$ cat src/rtl/dual_port_ram_param.sv
`timescale 1ns/1ps
`default_nettype none
// ============================================================================
// Module   : dual_port_ram_param
// Purpose  : Parametrised true dual-port synchronous RAM (ports A and B, one
//            clock) with registered reads, a one-cycle read-valid strobe, a
//            deterministic same-address write-write policy and a post-reset
//            clear sequencer that zeroes the array before ports go live.
// Ports    : clk            - single clock, rising edge
//            rst_n          - synchronous reset, active low
//            cs             - chip select, active low (1 = both ports idle)
//            wr_rd_a/b      - 1 = write, 0 = read
//            addr_a/b       - word address (ADDR_W bits)
//            wdata_a/b      - write data (DATA_W bits)
//            rdata_a/b      - registered read data
//            rvalid_a/b     - read data valid, one cycle per read
//            collision      - one-cycle pulse after a same-address double write
//            init_done      - 1 once the clear sequence has finished
// Params   : ADDR_W (4), DATA_W (8), PRIORITY (0 = port A wins, 1 = port B)
// Config   : DPR_OUT_REG_EN - adds a second output register per port
//            (read latency 2, rvalid delayed with its data)
// Revision : 1.0 - initial release
// ============================================================================
module dual_port_ram_param #(
    parameter int ADDR_W   = 4,
    parameter int DATA_W   = 8,
    parameter int PRIORITY = 0
) (
    input  logic              clk,
    input  logic              rst_n,
    input  logic              cs,
    input  logic              wr_rd_a,
    input  logic [ADDR_W-1:0] addr_a,
    input  logic [DATA_W-1:0] wdata_a,
    output logic [DATA_W-1:0] rdata_a,
    output logic              rvalid_a,
    input  logic              wr_rd_b,
    input  logic [ADDR_W-1:0] addr_b,
    input  logic [DATA_W-1:0] wdata_b,
    output logic [DATA_W-1:0] rdata_b,
    output logic              rvalid_b,
    output logic              collision,
    output logic              init_done
);

    localparam int              DEPTH     = 2**ADDR_W;
    localparam logic [ADDR_W-1:0] C_LAST_ADDR = '1;
    localparam logic            C_B_WINS  = (PRIORITY != 0);

    typedef enum logic [0:0] {
        ST_CLEAR = 1'b0,
        ST_READY = 1'b1
    } state_t;

    state_t              r_state;
    state_t              w_state_nxt;
    logic [ADDR_W-1:0]   r_cnt;
    logic [ADDR_W-1:0]   w_cnt_nxt;
    logic                w_clear_we;

    logic [DATA_W-1:0]   r_mem [DEPTH];

    logic                w_live;
    logic                w_we_a_req;
    logic                w_we_b_req;
    logic                w_same_wr;
    logic                w_we_a;
    logic                w_we_b;
    logic                w_rd_a;
    logic                w_rd_b;

    logic [DATA_W-1:0]   r_rdata_a;
    logic [DATA_W-1:0]   r_rdata_b;
    logic                r_rvalid_a;
    logic                r_rvalid_b;
    logic                r_collision;

    // ------------------------------------------------------------------
    // Clear / ready sequencer
    // ------------------------------------------------------------------
    always_ff @(posedge clk) begin
        if (!rst_n) begin
            r_state <= ST_CLEAR;
            r_cnt   <= '0;
        end else begin
            r_state <= w_state_nxt;
            r_cnt   <= w_cnt_nxt;
        end
    end

    always_comb begin
        w_state_nxt = r_state;
        w_cnt_nxt   = r_cnt;
        w_clear_we  = 1'b0;
        case (r_state)
            ST_CLEAR: begin
                w_clear_we = 1'b1;
                w_cnt_nxt  = r_cnt + 1'b1;
                if (r_cnt == C_LAST_ADDR) begin
                    w_state_nxt = ST_READY;
                end
            end
            ST_READY: begin
                w_state_nxt = ST_READY;
            end
            default: begin
                w_state_nxt = ST_CLEAR;
            end
        endcase
    end

    assign init_done = (r_state == ST_READY);

    // ------------------------------------------------------------------
    // Port decode; a same-address double write keeps only the winner
    // ------------------------------------------------------------------
    assign w_live     = (r_state == ST_READY) && !cs;
    assign w_we_a_req = w_live &&  wr_rd_a;
    assign w_we_b_req = w_live &&  wr_rd_b;
    assign w_rd_a     = w_live && !wr_rd_a;
    assign w_rd_b     = w_live && !wr_rd_b;
    assign w_same_wr  = w_we_a_req && w_we_b_req && (addr_a == addr_b);
    assign w_we_a     = w_we_a_req && !(w_same_wr &&  C_B_WINS);
    assign w_we_b     = w_we_b_req && !(w_same_wr && !C_B_WINS);

    // ------------------------------------------------------------------
    // Storage array; no write on a reset edge so a reset simply restarts
    // the clear from address 0.
    // ------------------------------------------------------------------
    always_ff @(posedge clk) begin
        if (rst_n) begin
            if (w_clear_we) begin
                r_mem[r_cnt] <= '0;
            end else begin
                if (w_we_a) begin
                    r_mem[addr_a] <= wdata_a;
                end
                if (w_we_b) begin
                    r_mem[addr_b] <= wdata_b;
                end
            end
        end
    end

    // ------------------------------------------------------------------
    // Registered reads: non-blocking semantics give the old word when the
    // other port writes the same address on the same edge.
    // ------------------------------------------------------------------
    always_ff @(posedge clk) begin
        if (!rst_n) begin
            r_rdata_a   <= '0;
            r_rdata_b   <= '0;
            r_rvalid_a  <= 1'b0;
            r_rvalid_b  <= 1'b0;
            r_collision <= 1'b0;
        end else begin
            r_rvalid_a  <= w_rd_a;
            r_rvalid_b  <= w_rd_b;
            r_collision <= w_same_wr;
            if (w_rd_a) begin
                r_rdata_a <= r_mem[addr_a];
            end
            if (w_rd_b) begin
                r_rdata_b <= r_mem[addr_b];
            end
        end
    end

    assign collision = r_collision;

`ifdef DPR_OUT_REG_EN
    // Second output stage: advances only when a read is in flight so the
    // last returned word is held on the outputs.
    logic [DATA_W-1:0] r_rdata_a_q;
    logic [DATA_W-1:0] r_rdata_b_q;
    logic              r_rvalid_a_q;
    logic              r_rvalid_b_q;

    always_ff @(posedge clk) begin
        if (!rst_n) begin
            r_rdata_a_q  <= '0;
            r_rdata_b_q  <= '0;
            r_rvalid_a_q <= 1'b0;
            r_rvalid_b_q <= 1'b0;
        end else begin
            r_rvalid_a_q <= r_rvalid_a;
            r_rvalid_b_q <= r_rvalid_b;
            if (r_rvalid_a) begin
                r_rdata_a_q <= r_rdata_a;
            end
            if (r_rvalid_b) begin
                r_rdata_b_q <= r_rdata_b;
            end
        end
    end

    assign rdata_a  = r_rdata_a_q;
    assign rdata_b  = r_rdata_b_q;
    assign rvalid_a = r_rvalid_a_q;
    assign rvalid_b = r_rvalid_b_q;
`else
    assign rdata_a  = r_rdata_a;
    assign rdata_b  = r_rdata_b;
    assign rvalid_a = r_rvalid_a;
    assign rvalid_b = r_rvalid_b;
`endif

endmodule
`default_nettype wire

$ cat config.mk
export PLATFORM = sky130hd
export DESIGN_NAME = dual_port_ram_param
export DESIGN_NICKNAME = d
export VERILOG_FILES = /design/src/rtl/dual_port_ram_param.sv
export SDC_FILE = /design/constraint.sdc
export NUM_CORES = 1
export LEC_CHECK = 0
export ABC_CLOCK_PERIOD_IN_PS = 3150
export CORE_ASPECT_RATIO = 0.9
export CORE_UTILIZATION = 50
export CTS_CLUSTER_SIZE = 12
export DETAILED_ROUTE_END_ITERATION = 16
export PLACE_DENSITY = 0.68
export SKIP_CTS_REPAIR_TIMING = 1
export SLEW_MARGIN = 15
export SYNTH_ARGS = -nofsm -noshare
export SYNTH_HDL_FRONTEND = slang
export SYNTH_SLANG_ARGS = --single-unit
$ cat constraint.sdc
create_clock -name clk -period 3.15 [get_ports clk]
set_input_delay 0.4725 -clock clk [delete_from_list [all_inputs] [get_ports clk]]
set_output_delay 0.4725 -clock clk [all_outputs]
set_load 0.01 [all_outputs]
==> flow_metrics.tcl <==
set metrics [dict create \
    dp_hpwl_um 18600 \
    syn_avg_cell_area_um2 14.3 \
    reg2reg_slack_ps 490 \
    area_growth_pct 15.2 \
    io_pins 49 \
    grt_pass1_vias 6446 \
    postPlaceCellArea_mm2 0.0101 \
    reg2reg_to "r_mem[11][7]" \
    peakVddDrop_mv 0.386 \
    rows 46 \
    clk_path_buf_depth 2 \
    grt_setup_unrepaired "false" \
    finalMaxSlewViolations 0 \
    cts_buffers 17 \
    p_per_area_mw_per_mm2 430 \
    maxCapViolations 0 \
    setup_violations 0 \
    dp_cells 917 \
    antenna_left 0 \
    initial_core_util_pct 51.9 \
    crit_path_start "wr_rd_a" \
    clk_latency_ps 440 \
    worstSetupPathType "in -> reg" \
    clock_skew_ps 9.28 \
    synth.area.top_cells "edfxtp_1 41%, mux2_2 14%, mux4_2 12%" \
    root_buffer "clkbuf_16" \
    async_flop_share_pct 0 \
    cp.arrival_ps 2810 \
    dr.pass1.iters 6 \
    synth_edf_count 128 \
    antenna_found_initial 0 \
    cp-start-kind "input pin" \
    worst_slew_pin_slew_ps 1040 \
    period_needed_ps 2760 \
    wl_per_cell_um 27.9 \
    pre_cts_ws_ps 53.6 \
    yosysUniqueCellTypes 49 \
    required_ps 3210 \
    die_height_um 131 \
    syn_nets 678 \
    cts_tree "yes" \
    leakagePower_uw 0.00414 \
    ys_top_cells_by_count "128 x edfxtp_1, 119 x mux2_2, 48 x mux4_2" \
    synth_top_area_cell "edfxtp_1" \
    grt_pass1_wl_um 40000 \
    clock.fmax_ghz 0.363 \
    grt_max_degree 42 \
    rr_startpoint "init_done" \
    finish.instance_area_mm2 0.0107 \
    synth_warnings 0 \
    outcome "completed" \
    end_kind "flop" \
    synth_cells 648 \
    ys_seq_area_share_pct 46.6 \
    final.period_utilization_pct 87.5 \
    detail_route.wirelength_um 26500 \
    via_per_inst 6.54 \
    yosysMostFrequentCell "edfxtp_1" \
    worst_slack_ps 393 \
    synthFlopType "edfxtp_1" \
    dieArea_mm2 0.0191 \
    fillCellCount 1391 \
    core_area_mm2 0.0179 \
    crit_end "r_mem[11][7]" \
    hold_path.class "reg -> reg" \
    clk_pin_slew_ps 60 \
    final_nets 726 \
    critPathMaxFanout 8 \
    grt_usage_pct 28.7 \
    die_w_um 146 \
    synth_area_mm2 0.00929 \
    first_iter_violations 776 \
    num_vias 6216 \
    hold_viol 0 \
    max_slew_margin_pct 30.5 \
    ys_ff_latch 152 \
    reg2regPathDepth 5 \
    place_congestion 0.912 \
    drive_gt1_share_pct 41.2 \
    yosysTopAreaCellShare_pct 41.4 \
    clock-sinks 152 \
    instances_no_fill 950 \
    htreeDepth 4 \
    grt_overflow 0 \
    drc_errors 0 \
    finalPower_uw 4610 \
    fin_tns_setup_ps 0 \
    portBuffers 48 \
]
==> sequential cells by signal (all words and copies together) (netlist names) <==
| register | flops |
|---|---|
| r_cnt | 4 |
| rdata_b | 8 |
| collision | 1 |
| r_mem | 128 |
| rvalid_b | 1 |
| rdata_a | 8 |
| rvalid_a | 1 |
| init_done | 1 |
==> stage by stage <==
step | hold WS, ps | utilization, %
after CTS | 527 | 59.8
after global placement | 518 | 56.5
after floorplan | 519 | -
after global routing | 590 | 59.8
after detailed placement | 518 | 56.5
final | 528 | 59.8
==> worst min-delay path by stage <==
stage                             to        from  slack (ps)  depth (start not counted)
final                     rdata_a[2]  rdata_a[2]         530                          2
after floorplan             r_cnt[0]    r_cnt[0]         520                          2
after global placement    rdata_a[0]  rdata_a[0]         520                          2
after CTS                 rdata_a[2]  rdata_a[2]         530                          2
after global routing      rdata_a[5]  rdata_a[5]         590                          2
after detailed placement  rdata_a[2]  rdata_a[2]         520                          2
==> logic make-up (layout without fill, tap and decap cells) <==
kind of cell / count (synthesis) / after routing / share of synthesized area, %
and+or+nand+nor: 113 / 113 / 7.21
adders and majority gates: 1 / 1 / 0.135
buffers and inverters: 69 / 130 / 3.45
muxes: 231 / 231 / 33.9
xor gates and xnor gates: 6 / 6 / 0.808
AOI/OAI and AO/OA: 76 / 76 / 7.99
other: 0 / 1 / 0
DFF: 152 / 152 / 46.6
==> cells in the final DEF, fill, tap and decap left out, types with 9 or more instances in the layout <==
cell               n
o21ai_0           18
and3_1            12
nand2_1           17
edfxtp_1         128
dfxtp_1           24
mux2i_1           46
mux2_2           119
nand3_1            9
nand2b_1          14
clkdlybuf4s50_1   45
clkbuf_16         17
or2_2             10
buf_4             39
mux4_2            48
nor2_1            16
mux2_4            16
==> routing by layer <==
layer	GRT usage, %	vias to the layer above	share of wire (%)
met5	0	-	0
met4	10.0	0	2.9
met3	5.73	68	7.8
met2	46.5	335	48
met1	38.5	3147	42
li1	-	2666	-
==> worst max-delay path, cell delays in order <==
cell	delay [ps]
clkdlybuf4s50_1	670
nand4b_2	260
buf_4	220
mux2i_1	220
nand2_1	120
o21bai_1	840
==> power breakdown <==
group / internal, µW / switching, µW
combinational: 156 / 222
clock: 1160 / 876
sequential: 2170 / 16.4
==> final cells by class <==
| cell class | count | area (µm²) | share of cell area (%) |
|---|---|---|---|
| timing repair buffer | 90 | 818 | 7.65 |
| tap | 240 | 300 | 2.81 |
| clock buffer | 20 | 467 | 4.36 |
| antenna | 1 | 2.50 | 0.0234 |
| sequential | 152 | 4320 | 40.4 |
| inverter | 8 | 30.0 | 0.281 |
| clock inverter | 12 | 115 | 1.08 |
| multi-input combinational | 427 | 4640 | 43.4 |
Note: power is estimated with default switching activity, not from simulation.
